## src/rtl/axi_master_read_channel_if.sv

```systemverilog
// AXI read address/data channel bundle between a read master and a read slave.
interface axi_master_read_channel_if #(
  parameter int unsigned ADDR_WIDTH         = 32,
  parameter int unsigned READ_CHANNEL_WIDTH = 32,
  parameter int unsigned READ_BURST_LEN     = 8
);

  logic                          ARREADY;
  logic [ADDR_WIDTH-1:0]         ARADDR;
  logic                          ARVALID;
  logic [READ_BURST_LEN-1:0]     ARLEN;
  logic [2:0]                    ARSIZE;
  logic [1:0]                    ARBURST;
  logic                          RVALID;
  logic [READ_CHANNEL_WIDTH-1:0] RDATA;
  logic                          RLAST;
  logic [1:0]                    RRESP;
  logic                          RREADY;

  modport master (
    input  ARREADY, RVALID, RDATA, RLAST, RRESP,
    output ARADDR, ARVALID, ARLEN, ARSIZE, ARBURST, RREADY
  );

  modport slave (
    output ARREADY, RVALID, RDATA, RLAST, RRESP,
    input  ARADDR, ARVALID, ARLEN, ARSIZE, ARBURST, RREADY
  );

endinterface

```

## src/rtl/axi_master_read_channel.sv

```systemverilog
// Single-outstanding AXI burst-read initiator: one AR per client request,
// R beats streamed straight through to the client, done/err on completion.
module axi_master_read_channel #(
  parameter int unsigned ADDR_WIDTH         = 32,
  parameter int unsigned READ_CHANNEL_WIDTH = 32,
  parameter int unsigned READ_BURST_LEN     = 8
) (
  input  logic                          clk,
  input  logic                          rst,
  input  logic                          req_valid,
  output logic                          req_ready,
  input  logic [ADDR_WIDTH-1:0]         req_addr,
  input  logic [READ_BURST_LEN-1:0]     req_len,
  output logic                          rsp_valid,
  input  logic                          rsp_ready,
  output logic [READ_CHANNEL_WIDTH-1:0] rsp_data,
  output logic                          rsp_last,
  output logic                          done,
  output logic                          err,
  axi_master_read_channel_if.master     axi
);

  // One extra bit so a 256-beat burst can count past ARLEN without wrapping.
  localparam int unsigned CNT_W     = READ_BURST_LEN + 1;
  localparam int unsigned SIZE_CODE = $clog2(READ_CHANNEL_WIDTH / 8);

  typedef enum logic [1:0] {
    IDLE = 2'd0,
    ADDR = 2'd1,
    DATA = 2'd2,
    DONE = 2'd3
  } state_t;

  state_t                    state;
  state_t                    state_next;
  logic [ADDR_WIDTH-1:0]     ar_addr;
  logic [READ_BURST_LEN-1:0] ar_len;
  logic [CNT_W-1:0]          beat_cnt;
  logic                      err_acc;
  logic                      done_q;
  logic                      err_q;

  logic req_fire;
  logic r_fire;
  logic resp_bad;
  logic last_bad;
  logic beat_bad;

  // Handshake and per-beat error qualification.
  always_comb begin
    req_fire = 1'b0;
    r_fire   = 1'b0;
    resp_bad = 1'b0;
    last_bad = 1'b0;
    beat_bad = 1'b0;
    req_fire = (state == IDLE) && req_valid && !rst;
    r_fire   = (state == DATA) && axi.RVALID && rsp_ready && !rst;
    resp_bad = (axi.RRESP == 2'b10) || (axi.RRESP == 2'b11);
    last_bad = axi.RLAST != (beat_cnt == CNT_W'(ar_len));
    beat_bad = resp_bad || last_bad;
  end

  // State register.
  always_ff @(posedge clk) begin
    if (rst) state <= IDLE;
    else     state <= state_next;
  end

  // Next-state logic.
  always_comb begin
    state_next = state;
    case (state)
      IDLE:    if (req_fire) state_next = ADDR;
      ADDR:    if (axi.ARREADY) state_next = DATA;
      DATA:    if (r_fire && axi.RLAST) state_next = DONE;
      DONE:    state_next = IDLE;
      default: state_next = IDLE;
    endcase
  end

  // Request capture, beat counting, error accumulation and completion flags.
  always_ff @(posedge clk) begin
    if (rst) begin
      ar_addr  <= '0;
      ar_len   <= '0;
      beat_cnt <= '0;
      err_acc  <= 1'b0;
      done_q   <= 1'b0;
      err_q    <= 1'b0;
    end else begin
      if (req_fire) begin
        ar_addr  <= req_addr;
        ar_len   <= req_len;
        beat_cnt <= '0;
        err_acc  <= 1'b0;
      end
      if (r_fire) begin
        beat_cnt <= beat_cnt + CNT_W'(1);
        if (beat_bad) err_acc <= 1'b1;
      end
      done_q <= (state_next == DONE);
      err_q  <= (state_next == DONE) && (err_acc || beat_bad);
    end
  end

  // Output decode; R channel is a straight pass-through while in DATA.
  always_comb begin
    req_ready   = 1'b0;
    rsp_valid   = 1'b0;
    rsp_data    = axi.RDATA;
    rsp_last    = 1'b0;
    axi.ARVALID = 1'b0;
    axi.RREADY  = 1'b0;
    axi.ARADDR  = ar_addr;
    axi.ARLEN   = ar_len;
    axi.ARSIZE  = 3'(SIZE_CODE);
    axi.ARBURST = 2'b01;
    done        = done_q;
    err         = err_q;
    case (state)
      IDLE: req_ready = !rst;
      ADDR: axi.ARVALID = 1'b1;
      DATA: begin
        axi.RREADY = rsp_ready && !rst;
        rsp_valid  = axi.RVALID && !rst;
        rsp_last   = axi.RLAST;
      end
      default: ;
    endcase
  end

endmodule

```

## src/flat_wrapper.sv

```systemverilog
// flat-port wrapper written by rule: the top's interface ports become plain ports
module axi_master_read_channel_flat 
#(
  parameter int unsigned ADDR_WIDTH         = 32,
  parameter int unsigned READ_CHANNEL_WIDTH = 32,
  parameter int unsigned READ_BURST_LEN     = 8
)
  (clk, rst, req_valid, req_ready, req_addr, req_len, rsp_valid, rsp_ready, rsp_data, rsp_last, done, err, axi_ARREADY, axi_RVALID, axi_RDATA, axi_RLAST, axi_RRESP, axi_ARADDR, axi_ARVALID, axi_ARLEN, axi_ARSIZE, axi_ARBURST, axi_RREADY);
  axi_master_read_channel_if #(.ADDR_WIDTH(ADDR_WIDTH), .READ_CHANNEL_WIDTH(READ_CHANNEL_WIDTH), .READ_BURST_LEN(READ_BURST_LEN)) axi_i ();
  input  logic clk;
  input  logic rst;
  input  logic req_valid;
  output logic req_ready;
  input  logic [ADDR_WIDTH-1:0] req_addr;
  input  logic [READ_BURST_LEN-1:0] req_len;
  output logic rsp_valid;
  input  logic rsp_ready;
  output logic [READ_CHANNEL_WIDTH-1:0] rsp_data;
  output logic rsp_last;
  output logic done;
  output logic err;
  input wire logic [$bits(axi_i.ARREADY)-1:0] axi_ARREADY;
  input wire logic [$bits(axi_i.RVALID)-1:0] axi_RVALID;
  input wire logic [$bits(axi_i.RDATA)-1:0] axi_RDATA;
  input wire logic [$bits(axi_i.RLAST)-1:0] axi_RLAST;
  input wire logic [$bits(axi_i.RRESP)-1:0] axi_RRESP;
  output wire logic [$bits(axi_i.ARADDR)-1:0] axi_ARADDR;
  output wire logic [$bits(axi_i.ARVALID)-1:0] axi_ARVALID;
  output wire logic [$bits(axi_i.ARLEN)-1:0] axi_ARLEN;
  output wire logic [$bits(axi_i.ARSIZE)-1:0] axi_ARSIZE;
  output wire logic [$bits(axi_i.ARBURST)-1:0] axi_ARBURST;
  output wire logic [$bits(axi_i.RREADY)-1:0] axi_RREADY;
  assign axi_i.ARREADY = axi_ARREADY;
  assign axi_i.RVALID = axi_RVALID;
  assign axi_i.RDATA = axi_RDATA;
  assign axi_i.RLAST = axi_RLAST;
  assign axi_i.RRESP = axi_RRESP;
  assign axi_ARADDR = axi_i.ARADDR;
  assign axi_ARVALID = axi_i.ARVALID;
  assign axi_ARLEN = axi_i.ARLEN;
  assign axi_ARSIZE = axi_i.ARSIZE;
  assign axi_ARBURST = axi_i.ARBURST;
  assign axi_RREADY = axi_i.RREADY;
  axi_master_read_channel #(.ADDR_WIDTH(ADDR_WIDTH), .READ_CHANNEL_WIDTH(READ_CHANNEL_WIDTH), .READ_BURST_LEN(READ_BURST_LEN)) u_core (.clk(clk), .rst(rst), .req_valid(req_valid), .req_ready(req_ready), .req_addr(req_addr), .req_len(req_len), .rsp_valid(rsp_valid), .rsp_ready(rsp_ready), .rsp_data(rsp_data), .rsp_last(rsp_last), .done(done), .err(err), .axi(axi_i));
endmodule
```

## config.mk

```make
export PLATFORM = sky130hd
export DESIGN_NAME = axi_master_read_channel_flat
export DESIGN_NICKNAME = d
export VERILOG_FILES = /design/src/rtl/axi_master_read_channel_if.sv /design/src/rtl/axi_master_read_channel.sv /design/src/flat_wrapper.sv
export SDC_FILE = /design/constraint.sdc
export NUM_CORES = 1
export LEC_CHECK = 0
export BUFFER_PORTS_ARGS = -buffer_cell sky130_fd_sc_hd__buf_2
export CORE_ASPECT_RATIO = 1.1
export CORE_MARGIN = 8
export CORE_UTILIZATION = 46
export DETAILED_ROUTE_END_ITERATION = 10
export GPL_ROUTABILITY_DRIVEN = 0
export GPL_TIMING_DRIVEN = 0
export HOLD_SLACK_MARGIN = 0.03
export PLACE_DENSITY = 0.89
export SETUP_SLACK_MARGIN = 0.1
export SKIP_CTS_REPAIR_TIMING = 1
export SYNTH_ARGS = -nofsm -noshare
export SYNTH_HDL_FRONTEND = slang
export SYNTH_SLANG_ARGS = --single-unit
```

## constraint.sdc

```tcl
create_clock -name clk -period 2.6 [get_ports clk]
set_input_delay 0.52 -clock clk [delete_from_list [all_inputs] [get_ports clk]]
set_output_delay 0.52 -clock clk [all_outputs]
set_load 0.02 [all_outputs]
```

**Yosys cells after proc, flatten, opt, wreduce, memory -nomap -nowiden**

Index checks and enable logic that the tools add are counted.
W data, S select, Z words.

- Output and inout port bits: 84
- Input bits: 81
- Register bits after elaboration: 54
- Logic and storage cells: 45

- Add/sub/neg operators: 1
- Equality and inequality tests: 8
- Reductions and logical operators: 15
- Muxes and demuxes: 14

Operators with widths:

| cell | number |
|---|---|
| $mux W9 | 2 |
| $eq A2 B2 Y1 const B | 5 |
| $add A9 B1 Y9 const B | 1 |
| $eq A9 B8 Y1 | 1 |
| $logic_and A1 B1 Y1 | 9 |
| $mux W1 | 8 |
| $pmux W2 S4 | 1 |
| $mux W2 | 3 |
| $logic_or A1 B1 Y1 | 3 |
| $eq A2 B1 Y1 const B | 1 |
| $logic_not A2 Y1 | 1 |
| $reduce_bool A2 Y1 | 1 |
| $logic_not A1 Y1 | 1 |
| $ne A1 B1 Y1 | 1 |

**Logic depth before layout (Yosys ltp)**

Gate-level depths: netlist of the first run.

- Word-level depth: 9
- Mapped depth: 6
- Depth with buffers taken out: 5

**Least setup slack after synthesis of the first run**

Ideal clock, no wire load.

- Kind: input -> output
- Start: in rst
- End: out req_ready
- Arrival time: 1.524 ns
- Path buffers: 3
- Path slack: 0.556 ns
- Required time: 2.080 ns
- Stages: 4
- Cells stage by stage: clkbuf_1 clkbuf_1 clkbuf_1 nor3_1

- Cells in the longest elaborated chain, start to end: 2

Ends and longest elaborated chain:

| item | RTL line | RTL |
|---|---|---|
| start: declaration | flat_wrapper.sv:11 | `input logic rst;` |
| $logic_not A1 Y1 | axi_master_read_channel.sv:121 | `IDLE: req_ready = !rst;` |
| $mux W1 | axi_master_read_channel.sv:120 | `case (state)` |
| end: declaration | flat_wrapper.sv:13 | `output logic req_ready;` |

No other way between the ends.

**Final worst setup path of the first run**

Same ends and word-level chain as after synthesis.

==> key figures, run 1 <==
Worst setup path
  • CP Capture Point: req_ready
  • Worst r2r path cells: 6
  • Slowest stage delay, CP: 0.34 ns
  • Worst EP required: 2.08 ns
  • Crit. Startpoint: rst
  • FF-to-FF setup slack: 0.89 ns
  • Crit-path slowest cell: clkbuf_1
  • WS Path Type: primary input to primary output
  • Worst path cell trace: buf_2, clkbuf_1, clkbuf_2, nor3_1, buf_2
  • Critical-path maximum fanout: 12
  • Critical R2R Launch: u_core.state[1]
  • CP arrival: 1.65 ns
  • Total stage count of the critical path: 5
  • Worst path most repeated cell: buf_2
  • R2R Path End: u_core.beat_cnt[0]
  • Crit path buf inv count: 4
  • Worst Setup End Kind: primary output
  • Delay-heaviest family, CP: buffers and inverters
  • Critical path launch point type: primary input

Route
  • Routed WL: 7295 µm
  • WL per Instance: 14.08 µm
  • Iteration-0 DRC count of the detailed router: 137
  • DR DRC count: 0
  • Via Count: 2466
  • First-pass DRT Iterations: 4
  • Vias per cell: 4.761
  • Post-route antenna net violation count: 0

Power and ir drop
  • Leakage: 1.824 nW
  • Pwr Density: 551.2 nW/µm²
  • Maximum vdd drop: 0.3090 mV
  • Power Total: 0.001875 W

Floorplan
  • Num rows: 28
  • Die Width: 87.25 µm
  • Die Y: 94.38 µm
  • Core ar.: 5395 µm²
  • Initial core utilization: 47.61%
  • Die Area: 8234 µm²
  • Ports: 165

Synth
  • Synthesized flop and latch total: 54
  • Syn Area/Cell: 8.367 µm²
  • Adder-cell share of the synthesized area: 0.4871%
  • Top cells by area, synth: dfxtp_1 (42%), nand2_1 (12%), buf_4 (11%), nand3b_1 (9.6%), xor2_1 (3.1%)
  • Compound-Gate Fraction of Synth Area: 7.453%
  • Post-synth top flop: dfxtp_1
  • Sequential fraction of the synthesis area: 42.08%
  • Largest family of logic cells by synthesized area: simple AND/OR/NAND/NOR gates
  • Asr flop ratio synth: 0%
  • Mux contribution to synthesized area: 0%
  • EDFF count, synth: 0
  • Top-count cell post-synth: nand2_1
  • Netlist cell types: 37
  • Mapped cell area: 2569 µm²
  • Simple-Gate Fraction of Synth Area: 31.71%
  • Post-Syn Instances: 307
  • Post-synth top area cell: dfxtp_1
  • Yosys warns: 0
  • Post-synthesis xor/xnor area fraction: 3.069%
  • Top-area cell type share of the netlist area: 42.08%
  • Most common library cells after synthesis: nand2_1 (79), dfxtp_1 (54), buf_4 (38)

Timing
  • Relative slew slack: 58.92%
  • Fin Setup TNS: 0 ns
  • RSZ-0062 raised after global routing: false
  • Final Cycle Share: 83.35%
  • Final Hold Vio Count: 0
  • Max Fclk: 0.4615 GHz
  • # setup viols final: 0
  • Final hold slack: 0.3890 ns
  • Layout Skew: 0.009345 ns
  • Min cycle time layout: 2.167 ns
  • Slew @ Worst Pin: 0.6146 ns
  • Slew Viols, Final: 0

Final layout
  • Filler cells: 513
  • Storage cell area: 1081 µm²
  • Final Non-Filler Cells: 518
  • # nets final: 524
  • Area delta synth->final: 32.39%
  • Share of cells above drive strength 1: 41.53%
  • Ant diodes: 0
  • Multi-input gate area: 1116 µm²
  • Fin area: 3401 µm²

Clocking
  • CTS H-Tree Depth: 2
  • CTS Buf Count: 5
  • CTS tree: yes
  • Clock buffer depth: 2
  • Clock transition at path regs: 0.10 ns
  • Clock Sinks: 54
  • Clock root cell: clkbuf_8
  • Clock latency on the worst-skew pair: 0.30 ns

Place
  • PortBufs: 126
  • Placed Area: 3304 µm²
  • Placed cell count: 511
  • Post-DP HPWL: 5809 µm

Hold path
  • Hold WC Path Type: primary input to flop

Status
  • Status: complete, no violations

Global routing
  • Antenna violations before repair: 0
  • Overflow after GRT: 0
  • First-pass GRT wire length: 11550 µm
  • Largest net degree at the start of global routing: 18
  • GRT Util Overall: 17.25%
  • Vias in the first global route: 2588

Run
  • Max_cap viols: 0
cell families after synthesis:
logic type,count (synthesis)
AND/OR/NAND/NOR,154
AO/OA/AOI/OAI,32
buffers and inverters,55
other,2
adder cells (fa/ha/maj),1
flip-flops,54
XOR/XNOR,9
final cells by class:
cell class | count | area share (%)
buffer | 53 | 11.07
clock buffer | 6 | 2.428
clock inverter | 2 | 0.4783
inverter | 1 | 0.1104
multi-input combinational | 201 | 32.82
sequential | 54 | 31.79
tap | 75 | 2.759
timing repair buffer | 126 | 18.54
worst min path at each step:
stage | from | cells after the start | to
2_1_floorplan | u_core.beat_cnt[8] | 2 | u_core.beat_cnt[8]
3_3_place_gp | u_core.axi.ARADDR[15] | 2 | u_core.axi.ARADDR[15]
3_5_place_dp | u_core.axi.ARADDR[12] | 2 | u_core.axi.ARADDR[12]
4_1_cts | req_addr[24] | 3 | u_core.axi.ARADDR[24]
5_1_grt | req_addr[16] | 3 | u_core.axi.ARADDR[16]
6_report | req_addr[1] | 3 | u_core.axi.ARADDR[1]
placed cells by master, fill, tap and decap left out, types with 2 or more instances in the layout:
| master | count |
|---|---|
| clkbuf_1 | 7 |
| xor2_1 | 9 |
| a211oi_1 | 2 |
| dfxtp_1 | 54 |
| buf_6 | 4 |
| o21ai_0 | 10 |
| nand3b_1 | 33 |
| and2_1 | 2 |
| nand2b_1 | 9 |
| a21oi_1 | 9 |
| buf_2 | 129 |
| a31oi_1 | 3 |
| conb_1 | 5 |
| or3_1 | 3 |
| o211ai_1 | 3 |
| clkbuf_8 | 6 |
| nor3_1 | 3 |
| nand2_1 | 79 |
| buf_4 | 38 |
| and3_1 | 5 |
| nand3_1 | 2 |
| nor2_1 | 9 |
through the flow:
step | worst slack [ns] | util, %
2_1_floorplan | 0.5563 | -
3_3_place_gp | -0.03889 | 61.25
3_5_place_dp | -0.03209 | 61.25
4_1_cts | -0.03728 | 63.08
5_1_grt | 0.3186 | 63.03
6_report | 0.4330 | 63.03
registers in the layout, indices dropped and copies added (netlist names):
signal / flops
u_core.state: 2
u_core.axi.ARLEN: 8
u_core.err_acc: 1
u_core.axi.ARADDR: 32
u_core.beat_cnt: 9
u_core.err: 1
u_core.done: 1
report_power, final:
part           internal (W)  total [W]  switching (W)
logic              0.000186   0.000446       0.000261
registers          0.000887   0.000923      0.0000362
clock network      0.000220   0.000505       0.000285
total               0.00129    0.00187       0.000582
per-layer routing:
| metal | global-route usage, % | vias to the layer above | wire length [µm] |
|---|---|---|---|
| met5 | 0 | - | 0 |
| met4 | 5.882 | 0 | 39 |
| met3 | 6.516 | 4 | 751 |
| met2 | 30.78 | 109 | 3666 |
| met1 | 18.12 | 1118 | 2839 |
| li1 | - | 1235 | - |
tightest hold or removal path, cell delays in order:
cell     delay [ns]
buf_2          0.07
nand2_1        0.04
nand2_1        0.04
(Power assumes the default switching activity.)
==> inputs of run 2 (changes only) <==
--- a/config.mk
+++ b/config.mk
@@ -8,12 +8,12 @@
 export BUFFER_PORTS_ARGS = -buffer_cell sky130_fd_sc_hd__buf_2
 export CORE_ASPECT_RATIO = 1.1
 export CORE_MARGIN = 8
-export CORE_UTILIZATION = 46
+export CORE_UTILIZATION = 42
 export DETAILED_ROUTE_END_ITERATION = 10
 export GPL_ROUTABILITY_DRIVEN = 0
 export GPL_TIMING_DRIVEN = 0
 export HOLD_SLACK_MARGIN = 0.03
-export PLACE_DENSITY = 0.89
+export PLACE_DENSITY = 0.83
 export SETUP_SLACK_MARGIN = 0.1
 export SKIP_CTS_REPAIR_TIMING = 1
 export SYNTH_ARGS = -nofsm -noshare
==> constraint.sdc (replaced) <==
create_clock -name clk -period 2.2 [get_ports clk]
set_input_delay 0.44 -clock clk [delete_from_list [all_inputs] [get_ports clk]]
set_output_delay 0.44 -clock clk [all_outputs]
set_load 0.02 [all_outputs]
==> key figures, run 2 (synthesis results as in run 1) <==
Final layout
  • Share of cells above drive strength 1: 41.76%
  • # nets final: 524
  • Area delta synth->final: 33.07%
  • Number of flip-flops in the largest register: 32
  • Filler cells: 567
  • Most frequent cells in the layout: buf_2 (129), nand2_1 (79), dfxtp_1 (54)
  • Most common cell after layout, fill and taps aside: buf_2
  • Ant diodes: 0

Route
  • Via Count: 2503
  • DR DRC count: 0
  • Routed WL: 7385 µm
  • First-pass DRT Iterations: 4
  • WL per Instance: 14.12 µm
  • Iteration-0 DRC count of the detailed router: 98
  • Post-route antenna net violation count: 0
  • Vias per cell: 4.786

Clocking
  • Clock transition at path regs: 0.10 ns
  • CTS Buf Count: 5
  • Clock root cell: clkbuf_8
  • CTS H-Tree Depth: 2
  • Clock latency on the worst-skew pair: 0.31 ns
  • CTS tree: yes
  • Clock Sinks: 54
  • Clock buffer depth: 2

Worst setup path
  • Crit. Startpoint: rst
  • Worst Setup End Kind: primary output
  • Worst EP required: 1.76 ns
  • WS Path Type: primary input to primary output
  • FF-to-FF setup slack: 0.40 ns
  • Critical path launch point type: primary input
  • Critical-path maximum fanout: 12
  • Critical R2R Launch: u_core.state[1]
  • CP arrival: 1.43 ns

Power and ir drop
  • Cell-internal power: 0.001603 W
  • Seq pwr share: 47.7%
  • Leakage: 1.837 nW
  • Clk network pwr share: 29.2%
  • Pwr Density: 669.6 nW/µm²
  • Maximum vdd drop: 0.4151 mV
  • Comb pwr share: 23.1%
  • Switching power: 0.0006857 W
  • Sw Ratio: 29.96%

Floorplan
  • Die Width: 90.57 µm
  • Initial core utilization: 42.51%
  • Ports: 165
  • Die Area: 8877 µm²
  • Num rows: 30
  • Core ar.: 6043 µm²
  • Die Y: 98.02 µm

Timing
  • Relative slew slack: 53.20%
  • Final Hold Vio Count: 0
  • Layout Skew: 0.007564 ns
  • Min cycle time layout: 1.872 ns
  • Slew Viols, Final: 0
  • Final Cycle Share: 85.10%
  • RSZ-0062 raised after global routing: false
  • Max Fclk: 0.5341 GHz
  • Final hold slack: 0.3103 ns
  • # setup viols final: 0
  • Slew @ Worst Pin: 0.7001 ns
  • Fin Setup TNS: 0 ns

Place
  • Post-DP HPWL: 5855 µm
  • PortBufs: 126

Global routing
  • Antenna violations before repair: 0
  • Overflow after GRT: 0
  • Vias in the first global route: 2659
  • First-pass GRT wire length: 12180 µm
  • GRT Util Overall: 16.13%
  • Largest net degree at the start of global routing: 17

Hold path
  • Hold WC Path Type: primary input to flop
  • Worst Hold Launch: req_addr[25]

Run
  • Max_cap viols: 0

Status
  • Status: complete, no violations
## run 2: changes by cell type in the layout (fill, tap and decap cells not counted), sizes merged
cell / before / now
clkinvlp: 1 / 0
bufinv: 0 / 1
inv: 2 / 1
clkbuf: 14 / 13
clkinv: 0 / 2
## run 2: final cells by class
cell class / count / area (µm²) / share of cell area, %
multi-input cells: 201 / 1116 / 32.65
flip-flops and latches: 54 / 1081 / 31.63
repair buffers: 126 / 630.6 / 18.45
plain buffers: 53 / 377.9 / 11.05
well taps: 80 / 100.1 / 2.928
clock buffers: 5 / 68.82 / 2.013
clock inverters: 3 / 40.04 / 1.171
inverters: 1 / 3.754 / 0.1098
## run 2: worst paths after layout
kind                            to  depth (start not counted)
min          u_core.axi.ARADDR[25]                          3
min reg2reg  u_core.axi.ARADDR[25]                          2
max reg2reg     u_core.beat_cnt[0]                          6
max                      req_ready                          5
## run 2: power groups by stage
stage | registers, W | clock network, W | logic [W]
6_report | 0.00109 | 0.000669 | 0.000528
3_5_place_dp | 0.00111 | 0 | 0.000536
5_1_grt | 0.00110 | 0.000725 | 0.000576
3_3_place_gp | 0.00111 | 0 | 0.000528
4_1_cts | 0.00109 | 0.000685 | 0.000537
2_1_floorplan | 0.00119 | 0 | 0.000261
## run 2: critical path, cell delays in order
cell and delay (ns):
buf_2 0.21, clkbuf_2 0.26, clkbuf_2 0.28, nor3_1 0.07
buf_2 0.17
## run 2: metrics by stage
stage | std cells | cell area (µm²) | setup slack [ns] | power [W] | util (%)
finish | 523 | 3418 | 0.3278 | 0.002289 | 56.56
global route | 523 | 3418 | 0.2123 | 0.002401 | 56.56
CTS | 524 | 3420 | -0.3131 | 0.002314 | 56.58
detailed placement | 516 | 3311 | -0.3025 | 0.001649 | 54.78
global placement | 516 | 3311 | -0.2964 | 0.001638 | 54.78
floorplan | 310 | 2580 | 0.3163 | 0.001453 | -
## run 2: routing by layer
layer | vias up | share of wire, % | track usage [%]
met4 | 0 | 0.88 | 3.846
met2 | 100 | 49 | 28.64
met1 | 1152 | 40 | 17.08
met5 | - | 0 | 0
met3 | 6 | 9.4 | 6.907
li1 | 1245 | - | -
==> inputs of run 3 (changes only) <==
--- a/config.mk
+++ b/config.mk
@@ -14,6 +14,7 @@
 export GPL_TIMING_DRIVEN = 0
 export HOLD_SLACK_MARGIN = 0.03
 export PLACE_DENSITY = 0.83
+export REMOVE_ABC_BUFFERS = 1
 export SETUP_SLACK_MARGIN = 0.1
 export SKIP_CTS_REPAIR_TIMING = 1
 export SYNTH_ARGS = -nofsm -noshare
==> constraint.sdc (replaced) <==
create_clock -name clk -period 2.2 [get_ports clk]
set_input_delay 0.44 -clock clk [delete_from_list [all_inputs] [get_ports clk]]
set_output_delay 0.44 -clock clk [all_outputs]
set_load 0.05 [all_outputs]
==> key figures, run 3 (synthesis results as in run 1) <==
Status
  • Status: complete, no violations

Hold path
  • Worst Hold Depth: 3
  • Hold WC Path Type: primary input to flop
  • Hold endpoint: u_core.axi.ARADDR[19]
  • Worst Hold Launch: req_addr[19]

Floorplan
  • Ports: 165
  • Num rows: 30
  • Core ar.: 6043 µm²
  • Die Y: 98.02 µm
  • Die Area: 8877 µm²
  • Die Width: 90.57 µm
  • Initial core utilization: 42.51%

Route
  • Iteration-0 DRC count of the detailed router: 169
  • Via Count: 2234
  • DR DRC count: 0
  • Routed WL: 7350 µm
  • Vias per cell: 5.100
  • First-pass DRT Iterations: 4
  • Post-route antenna net violation count: 0
  • WL per Instance: 16.78 µm

Worst setup path
  • Critical R2R Launch: u_core.state[0]
  • Worst r2r path cells: 4
  • Critical-path maximum fanout: 57
  • WS Path Type: primary input to primary output
  • Crit path buf inv count: 2
  • R2R Path End: u_core.err_acc
  • Crit-path slowest cell: and4bb_4
  • Delay-heaviest family, CP: buffers and inverters
  • Total stage count of the critical path: 3
  • FF-to-FF setup slack: 0.33 ns
  • Worst EP required: 1.76 ns
  • Critical path launch point type: primary input
  • Slowest stage delay, CP: 0.49 ns
  • Worst path cell trace: buf_4, and4bb_4, buf_2
  • Worst Setup End Kind: primary output
  • CP arrival: 1.50 ns

Clocking
  • CTS H-Tree Depth: 2
  • Clock latency on the worst-skew pair: 0.30 ns
  • Clock root cell: clkbuf_8
  • Clock buffer depth: 2
  • Clock transition at path regs: 0.09 ns
  • Clock Sinks: 54
  • CTS tree: yes
  • CTS Buf Count: 5

Place
  • Placed cell count: 432
  • Setup WS pre-CTS: -0.2073 ns
  • Post-DP HPWL: 5595 µm
  • PortBufs: 94

Global routing
  • GRT Util Overall: 16.01%
  • Largest net degree at the start of global routing: 58
  • Vias in the first global route: 2293
  • Overflow after GRT: 0
  • Antenna violations before repair: 1
  • First-pass GRT wire length: 11350 µm

Final layout
  • Area delta synth->final: 12.57%
  • Filler cells: 612
  • Share of cells above drive strength 1: 29.89%
  • Final Non-Filler Cells: 438
  • # nets final: 441
  • Ant diodes: 0
  • Most common cell after layout, fill and taps aside: buf_2
  • Number of flip-flops in the largest register: 32
  • Most frequent cells in the layout: buf_2 (93), nand2_1 (79), dfxtp_1 (54)

Timing
  • Max Fclk: 0.5165 GHz
  • Final worst slack: 0.2641 ns
  • Slew Viols, Final: 0
  • Min cycle time layout: 1.936 ns
  • Final Hold Vio Count: 0
  • Fin Setup TNS: 0 ns
  • Final hold slack: 0.3161 ns
  • # setup viols final: 0
  • Relative slew slack: 52.76%
  • Slew @ Worst Pin: 0.7056 ns
  • Final Cycle Share: 88.00%
  • Layout Skew: 0.003451 ns
  • RSZ-0062 raised after global routing: false

Run
  • Max_cap viols: 0

Power and ir drop
  • Leakage: 1.476 nW
  • Maximum vdd drop: 0.4412 mV
  • Power Total: 0.002198 W
  • Pwr Density: 760.1 nW/µm²
## run 3: changes by cell type in the layout (fill, tap and decap cells not counted), sizes merged
cell	previous run	this run
buf	171	96
clkbuf	13	6
clkinv	2	0
bufinv	1	0
## run 3: where the power goes
part | internal, W | switching, W
clock network | 0.000244 | 0.000295
registers | 0.00105 | 0.0000460
logic | 0.000149 | 0.000416
## run 3: cell type report
type	instances	area [µm²]	share of cell area, %
multi-input combinational	201	1129	39.03
sequential	54	1081	37.39
timing repair buffer	96	495.5	17.14
tap	80	100.1	3.462
clock buffer	6	82.58	2.856
inverter	1	3.754	0.1298
## run 3: metrics by stage
step	util (%)	area [µm²]
floorplan	-	2201
global placement	45.86	2771
detailed placement	46.38	2803
CTS	47.74	2885
global route	47.85	2892
finish	47.85	2892
## run 3: worst register-to-register path: stages (launching register included)
cell and delay [ns]:
dfxtp_1 0.39, or4b_4 0.80, a211o_1 0.37, a31oi_1 0.14
a311oi_1 0.06
## run 3: worst max path at each step
stage / start / end
4_1_cts: rst / axi_RREADY
3_3_place_gp: rst / u_core.beat_cnt[2]
6_report: rst / axi_RREADY
2_1_floorplan: req_valid / u_core.beat_cnt[2]
3_5_place_dp: rst / u_core.err_acc
5_1_grt: u_core.state[1] / rsp_valid
## run 3: layer usage
layer	GRT usage, %	vias up	wire (µm)
met5	4.118	-	52
met4	4.872	4	136
met3	10.90	17	955
met2	22.12	108	2981
met1	18.97	1035	3225
li1	-	1070	-
